### config.mk
export PLATFORM = sky130hd
export DESIGN_NAME = regfile_2r1w_sb
export DESIGN_NICKNAME = d
export VERILOG_FILES = /design/src/rtl/regfile_2r1w_sb.sv
export SDC_FILE = /design/constraint.sdc
export NUM_CORES = 1
export LEC_CHECK = 0
export BUFFER_PORTS_ARGS = -buffer_cell sky130_fd_sc_hd__buf_2
export CAP_MARGIN = 20
export CORE_MARGIN = 10
export CORE_UTILIZATION = 35
export CTS_BUF_LIST = sky130_fd_sc_hd__clkbuf_2 sky130_fd_sc_hd__clkbuf_4 sky130_fd_sc_hd__clkbuf_8
export CTS_CLUSTER_SIZE = 24
export DETAILED_ROUTE_END_ITERATION = 10
export PLACE_DENSITY = 0.49
export REMOVE_ABC_BUFFERS = 1
export SLEW_MARGIN = 20
export SYNTH_ARGS = -nofsm -noshare
export SYNTH_HDL_FRONTEND = slang
export SYNTH_SLANG_ARGS = --single-unit
### constraint.sdc
create_clock -name clk -period 5.33 [get_ports clk]
set_clock_uncertainty 0.1 [all_clocks]
set_input_delay 0.7995 -clock clk [delete_from_list [all_inputs] [get_ports clk]]
set_output_delay 0.7995 -clock clk [all_outputs]
set_load 0.02 [all_outputs]
### src/rtl/regfile_2r1w_sb.sv
// Two-read/one-write register file with optional write-to-read bypass and a
// per-register busy scoreboard for tracking pending producers.
module regfile_2r1w_sb #(
  parameter int unsigned      WIDTH     = 16,
  parameter int unsigned      AW        = 3,
  parameter bit               BYPASS    = 1'b1,
  parameter logic [WIDTH-1:0] RESET_VAL = '0
) (
  input  logic                clk,
  input  logic                reset,
  input  logic [WIDTH-1:0]    data_in,
  input  logic [AW-1:0]       writenum,
  input  logic                write,
  input  logic [AW-1:0]       readnum_a,
  input  logic [AW-1:0]       readnum_b,
  output logic [WIDTH-1:0]    data_out_a,
  output logic [WIDTH-1:0]    data_out_b,
  input  logic                lock,
  input  logic [AW-1:0]       locknum,
  output logic                busy_a,
  output logic                busy_b,
  output logic [(2**AW)-1:0]  busy_vec,
  output logic                lock_err
);

  localparam int unsigned NREGS = 2 ** AW;

  logic [WIDTH-1:0] r_regs [NREGS];
  logic [NREGS-1:0] r_busy;
  logic             r_lock_err;

  logic w_byp_a, w_byp_b;
  logic w_lock_a, w_lock_b;
  logic w_lock_hits_busy;

  assign w_lock_hits_busy = lock & r_busy[locknum] & ~(write & (writenum == locknum));

  always_ff @(posedge clk or posedge reset) begin
    if (reset) begin
      for (int i = 0; i < NREGS; i++) begin
        r_regs[i] <= RESET_VAL;
      end
      r_busy     <= '0;
      r_lock_err <= 1'b0;
    end else begin
      if (write) begin
        r_regs[writenum] <= data_in;
      end
      // A lock takes priority over a same-cycle write retiring the same register.
      for (int i = 0; i < NREGS; i++) begin
        if (lock && (locknum == AW'(i))) begin
          r_busy[i] <= 1'b1;
        end else if (write && (writenum == AW'(i))) begin
          r_busy[i] <= 1'b0;
        end
      end
      r_lock_err <= w_lock_hits_busy;
    end
  end

  always_comb begin
    w_byp_a  = BYPASS && write && (writenum == readnum_a);
    w_byp_b  = BYPASS && write && (writenum == readnum_b);
    w_lock_a = lock && (locknum == readnum_a);
    w_lock_b = lock && (locknum == readnum_b);

    data_out_a = w_byp_a ? data_in : r_regs[readnum_a];
    data_out_b = w_byp_b ? data_in : r_regs[readnum_b];

    // A forwarded write clears the busy view unless a new lock re-arms it.
    busy_a = r_busy[readnum_a] & ~(w_byp_a & ~w_lock_a);
    busy_b = r_busy[readnum_b] & ~(w_byp_b & ~w_lock_b);
  end

  assign busy_vec = r_busy;
  assign lock_err = r_lock_err;

endmodule
==> metrics list, run 1 <==
- Total standard cell area after synthesis: 0.008203 mm²
- The number of different library cells used by synthesis comes to 31.
- Setup violations remaining at the end of the flow were counted as 0.
- Gr ovfl total: 0
- Commonest cells after routing, fill and taps aside: 138 x mux2_2, 137 x dfrtp_1, 74 x buf_2
* Highest metal layer used by the detailed router: met4
- After detailed routing, the number of remaining DRC violations is 0.
- The initial utilization of the core area, before any placement, comes to 0.3590.
* Number of clock sinks seen by CTS: 137
* Area growth syn-to-layout: 12.45%
- Of all nets on the critical path, the largest fanout is 19.
- Critical path startpoint category: input pin
- I/O pin count: 75
- In the post-route analysis, the smallest setup slack over all paths is 1530 ps.
- Number of global-route vias before repair: 5,419
- Worst hold slack across all endpoints: 394.3 ps
- Width of the die: 173.1 µm
- OpenSTA, run right after detailed placement, puts the worst setup slack at between 1000 and 1500 ps.
- The library cell used most frequently in the layout, excluding fill and tap cells, is mux2_2.
* Max Freq: 263.1 MHz
- Entering global routing, the biggest net connects 64 pins.
* Final GP Congestion: 0.7374
- Dpl cell area: ~0.0087 mm²
- After detailed routing, the met2 layer carries 10,530 µm of wire.
- NumNets Final: 600
* Master cell of the clock root buffer: clkbuf_8
- All-layer global routing usage: 0.1481
* Number of standard-cell rows in the floorplan: 55
- TritonCTS clock tree: built
* Wire length per cell after detailed routing: around 24 µm
* IR drop worst, VDD: 0.1590 mV
* Source-to-sink clock delay at the later pin of the worst-skew pair: 450 ps
- Hold Fails Final Rpt: 0
- Die outline height: 173.1 µm
* ANT nets after route: 0
* Max capacitance violation total: 0
* Number of fill cells: 2,163
- Flip-flop and latch count after synthesis: 137
- No sink is reached through more buffers than the 2 on the longest clock path.
- Clock-pin slew was measured on the worst setup and hold paths at 80 ps.
* Total of cells resized after clock tree synthesis: 0
* Met1 wire length: 10,130 µm
- Core area: 0.02285 mm²
- The run finished with clean final reports.
- Buffers added to address setup during post-CTS repair amount to 0.
* Ant. Diodes: 0
- The first routing iteration left 172 violations.
- Final worst-path cycle share: 0.7130
* Total non-filler cell area in the finished layout: 0.009224 mm²
- Yosys printed 0 warnings.
* H-tree depth: 4
- Average vias per placed instance: approximately 5.3
- Arrival time worst endpoint: 2900 ps
- Crit Path Category: input pin to output port
* Power density of the placed cells: 376.6 mW/mm²
- In the detailed route, the total length drawn on met3 is 830 µm.
* Global-route wire length before repair: 33,820 µm
- Kind of path behind the tightest hold check: input pin to asynchronous set/reset pin
* Vias after detailed routing: around 4,800
- Number of buffer cells added on primary ports: 74
- Each instance of the synthesized netlist takes up on average 16.08 µm².
- Initial antenna violation count: 0
* Leakage power summed over all cells: 0.003945 µW
- Normalized max-slew margin: 0.3549
- Floorplan die area: 0.02996 mm²
* Min Tclk post-route: 3800 ps
* Setup repair after global routing missed its margin: false
- HPWL after DPL: between 10,000 and 15,000 µm
- Post-CTS Hold Buffers: 0
* Transition time of the tightest slew-check pin: 964.1 ps
- Of the synthesized area, sequential elements account for 0.4179.
* Category of the worst setup path capture point: output port
- DRT Wirelength: 21,650 µm
- Cell count after synthesis: between 500 and 600
- At the worst endpoint, the required time is 4430 ps.
- Final max-slew violation count: 0
- In the final timing run, aggregate negative setup slack is 0 ps.
- Total power for the finished layout comes to 3473 µW.
* Detailed-router iteration count before antenna repair: 4
* Proportion of layout cells with a drive suffix above 1: 0.6127
- Number of clock buffers inserted by TritonCTS: 17
-- through the flow --
| stage | cells | util |
|---|---|---|
| 3_3_place_gp | 862 | 0.3827 |
| 2_1_floorplan | 457 | - |
| 6_report | 894 | 0.4037 |
| 4_1_cts | 894 | 0.4037 |
| 3_5_place_dp | 862 | 0.3827 |
| 5_1_grt | 894 | 0.4037 |
-- cell families after synthesis --
kind of cell	Yosys count	share of synthesized area
DFF	137	0.4179
xor gates and xnor gates	15	0.01968
AOI/OAI and AO/OA	10	0.008847
buffers and inverters	58	0.04820
muxes	263	0.4750
and+or+nand+nor	27	0.03036
-- critical path: stages --
cell    delay (ps)
buf_2          540
buf_4          330
mux4_2         530
mux2_2         280
mux2_4         250
buf_2          160
-- flip-flops by register name, summed over array words and instances, names as in the netlist --
signal,count
r_regs,128
busy_vec,8
lock_err,1
-- final cells by class --
class,count,area (µm²),share of cell area
inverter,5,21.27,0.002306
clock inverter,10,188.9,0.02048
timing repair buffer,92,518.0,0.05616
tap,313,391.6,0.04246
multi-input combinational,315,4385,0.4754
clock buffer,22,290.3,0.03147
sequential,137,3428,0.3717
-- metal layers --
| layer | global-route usage | vias to the layer above |
|---|---|---|
| li1 | - | 2094 |
| met4 | 0.03521 | 0 |
| met5 | 0 | - |
| met3 | 0.03550 | 14 |
| met1 | 0.1955 | 2558 |
| met2 | 0.2402 | 92 |
-- cells in the mapped netlist, drive strengths merged --
cell type,count,area (µm²)
and4,2,17.52
inv,5,18.77
o32ai,2,17.52
o21ai,4,20.02
nand4,4,52.55
xnor2,15,161.4
clkbuf,5,18.77
nor3b,2,37.54
o221a,2,22.52
nand2,7,26.28
nand2b,6,37.54
dfrtp,137,3428
mux2,193,2263
buf,48,357.9
nor3,2,26.28
o22ai,2,12.51
nand4b,3,45.04
and3,1,6.260
mux4,70,1633
-- path summary, 6_finish.rpt --
path,cells past startpoint,endpoint,slack (ps),from
setup / recovery,6,data_out_b[10],1530,readnum_b[0]
hold / removal,2,r_regs[1],390,reset
setup reg to reg,3,lock_err,3760,busy_vec[3]
hold reg to reg,1,r_regs[83],400,r_regs[83]
max in group asynchronous,3,r_regs[23],3670,reset
min in group clk,1,r_regs[83],400,r_regs[83]
-- power breakdown --
part / total [µW] / switching (µW) / internal [µW]
clock: 1020 / 414 / 608
combinational: 1020 / 426 / 595
sequential: 1430 / 163 / 1270
total: 3470 / 1000 / 2470
Power figures use the tool's default switching activity.
==> run 2: changes to the inputs <==
- clock period: 5.33 -> 3.7 ns (I/O delays scaled with it)
==> metrics list, run 2 (same netlist as run 1, synthesis figures left out) <==
- Max Freq: 336.6 MHz
- The number of pins exceeding their max-slew limit in the final report came to 0 (unchanged).
- Master cell of the clock root buffer: clkbuf_8
- The slowest stage of the critical path belongs to the cell mux4_2.
- The overall die height is 173.1 µm (unchanged).
- Critical path fanouts, max: 9 (-10)
- The wire length of the first global-routing pass came to 33,630 µm (-0.57%).
- Initial antenna violation count: 0 (unchanged)
- H-tree depth: 4 (unchanged)
- Clk buf depth: 2 (unchanged)
- The placed wire-length estimate is 13,300 µm (-1.6%).
- Width of the die: 173.1 µm (unchanged)
* Detailed-router iteration count before antenna repair: 4 (unchanged)
- Status: completed
* DRT Wirelength: 21,730 µm (+0.39%)
- Number of fill cells: 2,196 (+1.5%)
* Worst hold slack across all endpoints: 116.1 ps (-278.2 ps)
- Min Tclk post-route: 2971 ps
- Stage delay of the slowest cell on the critical path: 520 ps (-20 ps)
- Total of cells resized after clock tree synthesis: 0 (unchanged)
- The critical path is of the input pin to output port type.
- Number of global-route vias before repair: 5,325 (-1.7%)
- The placer congestion estimate is 0.7724 (+4.7%).
- Critical path startpoint category: input pin
- The area enclosed by the die boundary is 0.02996 mm² (unchanged).
- Number of standard-cell rows in the floorplan: 55 (unchanged)
- Ant. Diodes: 0 (unchanged)
- Gr ovfl total: 0 (unchanged)
* ANT nets after route: 0 (unchanged)
- Leakage power summed over all cells: 0.003924 µW (-0.53%)
- Number of buffer cells added on primary ports: 74 (unchanged)
* Final worst-path cycle share: 0.8030
* Hold Fails Final Rpt: 0 (unchanged)
* Top cell family by delay on the critical path: multiplexers
* All-layer global routing usage: 0.1472 (-0.0008697)
- The worst path required time came to 3040 ps (-1390 ps).
- NumNets Final: 605 (+0.83%)
* TritonCTS clock tree: built
* Cell occurring most often along the worst timing path: buf_2
- The CTS buffer count was 17 (unchanged).
- Traced cell by cell, the critical path runs through buf_2 > buf_4 > mux4_2 > mux2_2 > mux2_4 > buf_2.
- Leaving out fill and tap cells, the most frequent cell in the layout is mux2_2.
- The number of vias per cell came to 5.388 (+1.2%).
- Reg2Reg Depth: 3 (unchanged)
- Wire length per cell after detailed routing: 24.20 µm (about the same)
* Vias after detailed routing: 4,838 (+1.7%)
- The top cell types in the final layout, fill and taps aside, are 138 x mux2_2, 137 x dfrtp_1, 74 x buf_2.
* Cell total after placement: 867 (+0.58%)
* Buffer and inverter count on the worst path: 3 (unchanged)
- The flip-flop count of the largest register after layout was 128 (unchanged).
* Core area: 0.02285 mm² (unchanged)
- Start of the worst register-to-register path: busy_vec[4]
- The headroom to the max-slew limit is 0.5145 (+0.1596).
* Number of clock sinks seen by CTS: 137 (unchanged)
- The clock transition at the registers of the reported paths came to 80 ps (about the same).
- DRC marker count from the first detailed-route iteration: 205 (+19%)
- Area growth syn-to-layout: 12.03%
- The share of layout cells above drive strength 1 came to 0.6154 (+0.002648).
- The data arrival time of the critical path was 2320 ps (-580 ps).
- Transition time of the tightest slew-check pin: 728.3 ps (-235.9 ps)
* Initial core utilization: 0.3590 (unchanged)
- In this run the critical register-to-register path is captured at lock_err.
- Power density of the placed cells: 505.6 mW/mm² (+34%)
- The number of post-CTS setup repair buffers came to 0 (unchanged).
- Post-CTS Hold Buffers: 0 (unchanged)
- FF-to-FF setup slack: 2140 ps (-1620 ps)
* Setup repair after global routing missed its margin: false
- Source-to-sink clock delay at the later pin of the worst-skew pair: 440 ps (about the same)
* IR drop worst, VDD: 0.2037 mV (+28%)
- Finish-stage setup viols: 0 (unchanged)
- Count of unresolved DRC violations after routing: 0 (unchanged)
- The path class of the tightest hold or removal check is input pin to asynchronous set/reset pin.
- The top-level port count is 75 (unchanged).
* Reg with most FFs: r_regs
- Pin count of the biggest net entering global routing: 54 (-16%)
- Category of the worst setup path capture point: output port
- The reported max-cap violation count came to 0 (unchanged).
- The count of placed standard cells in the final layout, fillers left out was 898 (+0.45%).
- The setup TNS was 0 ps (unchanged).
run 2: cell types whose count changed in the layout (fill, tap and decap cells not counted), sizes merged:
cell | before | now
buf | 92 | 97
clkinv | 3 | 5
bufinv | 5 | 0
inv | 6 | 5
clkinvlp | 1 | 3
clkbuf | 22 | 23
run 2: layout make-up:
type,instances,area [µm²],area share
Multi-Input combinational cell,315,4385,0.4772
Sequential cell,137,3428,0.3730
Timing Repair Buffer,97,618.1,0.06726
Tap cell,313,391.6,0.04261
Clock buffer,23,297.8,0.03240
Clock inverter,8,47.55,0.005174
Inverter,5,21.27,0.002315
run 2: worst reg2reg max path: cells and delay by family (launching register included):
kind | cells | cell delay (ps)
multiplexers | 2 | 740
flip-flops | 1 | 450
AND/OR/NAND/NOR | 1 | 170
run 2: worst max-delay path by stage:
stage                 start            end  slack (ps)  cells after the start
4_1_cts        readnum_a[1]  data_out_a[6]         710                      6
5_1_grt        readnum_a[1]  data_out_a[6]         660                      6
3_3_place_gp   readnum_a[1]  data_out_a[6]         730                      6
3_5_place_dp   readnum_a[1]  data_out_a[6]         710                      6
2_1_floorplan         reset    busy_vec[0]        -620                      1
6_report       readnum_a[1]  data_out_a[6]         730                      6
run 2: routing by layer:
metal,track usage,vias to the layer above,wire length (µm),share of wire
met5,0,-,0,0
met4,0.04384,0,229,0.011
met3,0.03180,15,765,0.035
met2,0.2288,103,10370,0.48
met1,0.2016,2621,10370,0.48
li1,-,2099,-,-
run 2: per-stage QoR:
stage                     area (µm²)  utilization  total power, µW  worst slack (ps)
after floorplan                 7826            -             3103            -622.8
after global placement          8845       0.3871             3545             726.8
after detailed placement        8845       0.3871             3591             712.0
after CTS                       9190       0.4022             4715             712.0
after global routing            9190       0.4022             4921             657.5
final                           9190       0.4022             4647             728.9
run 2: power breakdown:
group	switching (µW)	internal [µW]
Combinational	611	864
Sequential	239	1830
Clock	577	529
Total	1430	3220
==> run 3: changes to the inputs <==
- PLACE_DENSITY: 0.49 -> 0.51
- clock period: 3.7 -> 2.4 ns (I/O delays scaled with it)
==> metrics list, run 3 (same netlist as run 1, synthesis figures left out) <==
* Share of power burned in the clock network: 0.249 (+0.011)
* I/O pin count: 75 (unchanged)
- Gr ovfl total: 0 (unchanged)
- The number of setup violations in the final report came to 32 (+32).
- The worst register-to-register path ends at lock_err.
- Dpl cell area: 0.009121 mm² (+3.1%)
- ANT nets after route: 0 (unchanged)
- Critical path fanouts, max: 3 (-6)
* H-tree depth: 4 (unchanged)
* Transition time of the tightest slew-check pin: 597.9 ps (-130.4 ps)
- Compared with the post-synthesis result, the final layout area differs by 19.63%.
* Reg with most FFs: r_regs
- Setup repair after global routing missed its margin: true
- DRC marker count from the first detailed-route iteration: 280 (+37%)
- CTS placed an instance of clkbuf_8 at the clock tree root.
* Wire length per cell after detailed routing: 23.34 µm (-3.5%)
- Core area: 0.02285 mm² (unchanged)
* Data required, critical path: 1940 ps (-1100 ps)
* Max Freq: 403.3 MHz
- The total length of routed wires was 21,590 µm (-0.64%).
* Number of clock buffers inserted by TritonCTS: 17 (unchanged)
* Arrival time worst endpoint: 2020 ps (-300 ps)
* Kind of path behind the tightest hold check: input pin to flip-flop
- The initial antenna violation count came to 0 (unchanged).
* Crit Path Category: flip-flop to output port
* Number of clock sinks seen by CTS: 137 (unchanged)
* Status: finished with violations
- The post-route worst setup slack came to -79.57 ps (-808.5 ps).
- The area enclosed by the die boundary is 0.02996 mm² (unchanged).
- The startpoint identified for the worst register-to-register timing path is busy_vec[7].
- The leakage power total was 0.004250 µW (+8.3%).
* Min Tclk post-route: 2480 ps
* Number of fill cells: 2,087 (-5.0%)
- Clock input transition at the sequential cells of the worst setup and hold paths: 80 ps (about the same)
- TritonCTS built the clock tree.
- Initial core utilization: 0.3590 (unchanged)
* Leading cell type in the layout, fill and taps excluded: dfrtp_1
* Final GP Congestion: 0.7642 (-1.1%)
- Sequential group share of total power: 0.408 (-0.036)
- Internal power: 5539 µW (+72%)
- Number of buffer cells added on primary ports: 74 (unchanged)
- The setup TNS came to -1307 ps (-1307 ps).
* All-layer global routing usage: 0.1450 (-0.002186)
- Count of unresolved DRC violations after routing: 0 (unchanged)
* Max capacitance violation total: 0 (unchanged)
- In this run the worst setup path begins at r_regs[78].
- The worst-skew pair later-pin latency was 430 ps (about the same).
* IR drop worst, VDD: 0.3460 mV (+70%)
* Global-route wire length before repair: 33,630 µm (unchanged)
* Worst-case setup slack after placement: -62.68 ps (-774.6 ps)
- Pwr Total: 7830 µW (+68%)
- The number of pins exceeding their max-slew limit in the final report was 0 (unchanged).
- Failing checks: setup timing
- Die outline height: 173.1 µm (unchanged)
- Pin count of the biggest net entering global routing: 44 (-19%)
- Ant. Diodes: 0 (unchanged)
- In the layout the commonest cells are 137 x dfrtp_1, 105 x mux2_2, 69 x mux4_2.
* NetSw: 2290 µW (+60%)
- The worst setup path is captured at an output port.
- Reg2Reg Depth: 3 (unchanged)
* NumNets Final: 632 (+4.5%)
- Max FFs per register: 128 (unchanged)
* Cell total after placement: 893 (+3.0%)
* Number of global-route vias before repair: 5,334 (+0.17%)
- Proportion of layout cells with a drive suffix above 1: 0.6536 (+0.03821)
- The most critical setup path has its endpoint at data_out_a[14].
- The switching power share of the total came to 0.2925 (-0.01473).
* HPWL after DPL: 14,810 µm (+11%)
* Final worst-path cycle share: 1.033
- Clk buf depth: 2 (unchanged)
- Average vias per placed instance: 5.337 (-0.93%)
* Normalized max-slew margin: 0.6014 (+0.08694)
* Total non-filler cell area in the finished layout: 0.009813 mm² (+6.8%)
- Detailed-router iteration count before antenna repair: 4 (unchanged)
- The worst setup path is launched from a flip-flop.
- The portion of total power attributed to combinational logic is 0.343 (+0.025).
* Filler-free cell count of the finished design: 925 (+3.0%)
* Number of standard-cell rows in the floorplan: 55 (unchanged)
- Hold Fails Final Rpt: 0 (unchanged)
- FF-to-FF setup slack: 820 ps (-1320 ps)
* Vias after detailed routing: 4,937 (+2.0%)
- Width of the die: 173.1 µm (unchanged)
- The power per cell area came to 797.9 mW/mm² (+58%).
[run 3: per-layer routing]
layer,GRT usage,share of wire,up-vias
li1,-,-,2150
met1,0.1879,0.46,2685
met2,0.2433,0.50,86
met3,0.02984,0.032,16
met4,0.03450,0.0094,0
met5,0,0,-
[run 3: area by class of cell]
type	count	area [µm²]	area share
clock buffer	19	255.2	0.02601
tap	313	391.6	0.03991
timing repair buffer	124	1115	0.1136
multi-input combinational	315	4451	0.4535
sequential	137	3428	0.3494
inverter	5	21.27	0.002168
clock inverter	12	151.4	0.01543
[run 3: worst min path at each step]
stage / cells after the start / from / end / slack [ps]
2_1_floorplan: 1 / r_regs[80] / r_regs[80] / 360
3_3_place_gp: 2 / reset / r_regs[17] / 370
5_1_grt: 2 / lock / lock_err / 110
6_report: 2 / lock / lock_err / 130
3_5_place_dp: 2 / reset / r_regs[1] / 380
4_1_cts: 2 / lock / lock_err / 90
[run 3: repair_timing]
| item | 4_1_cts | 5_1_grt |
|---|---|---|
| endpoints found under the hold margin | 39 | 0 |
| resized for setup | 106 | 6 |
| setup endpoints to repair | 32 | 33 |
| buffers inserted | 0 | 0 |
| gates cloned | 0 | 0 |
| hold buffers | 1 | 0 |
[run 3: stage by stage]
stage                       util  hold WS, ps
final                     0.4295        132.5
after global routing      0.4295        113.3
after CTS                 0.4285        94.87
after detailed placement  0.3992        375.9
after global placement    0.3992        370.6
after floorplan                -        364.1
[run 3: power groups by stage]
stage               logic, µW  clock network, µW  registers [µW]
finish                   2690               1950            3190
global route             2870               2120            3260
CTS                      2710               2020            3180
detailed placement       2360                  0            3220
global placement         2330                  0            3180
floorplan                1660                  0            3120
[run 3: critical path, stage by stage (launching register included)]
cell and delay, ps:
dfrtp_1 400, mux4_2 490, mux2_4 290, mux2_4 270, buf_6 130
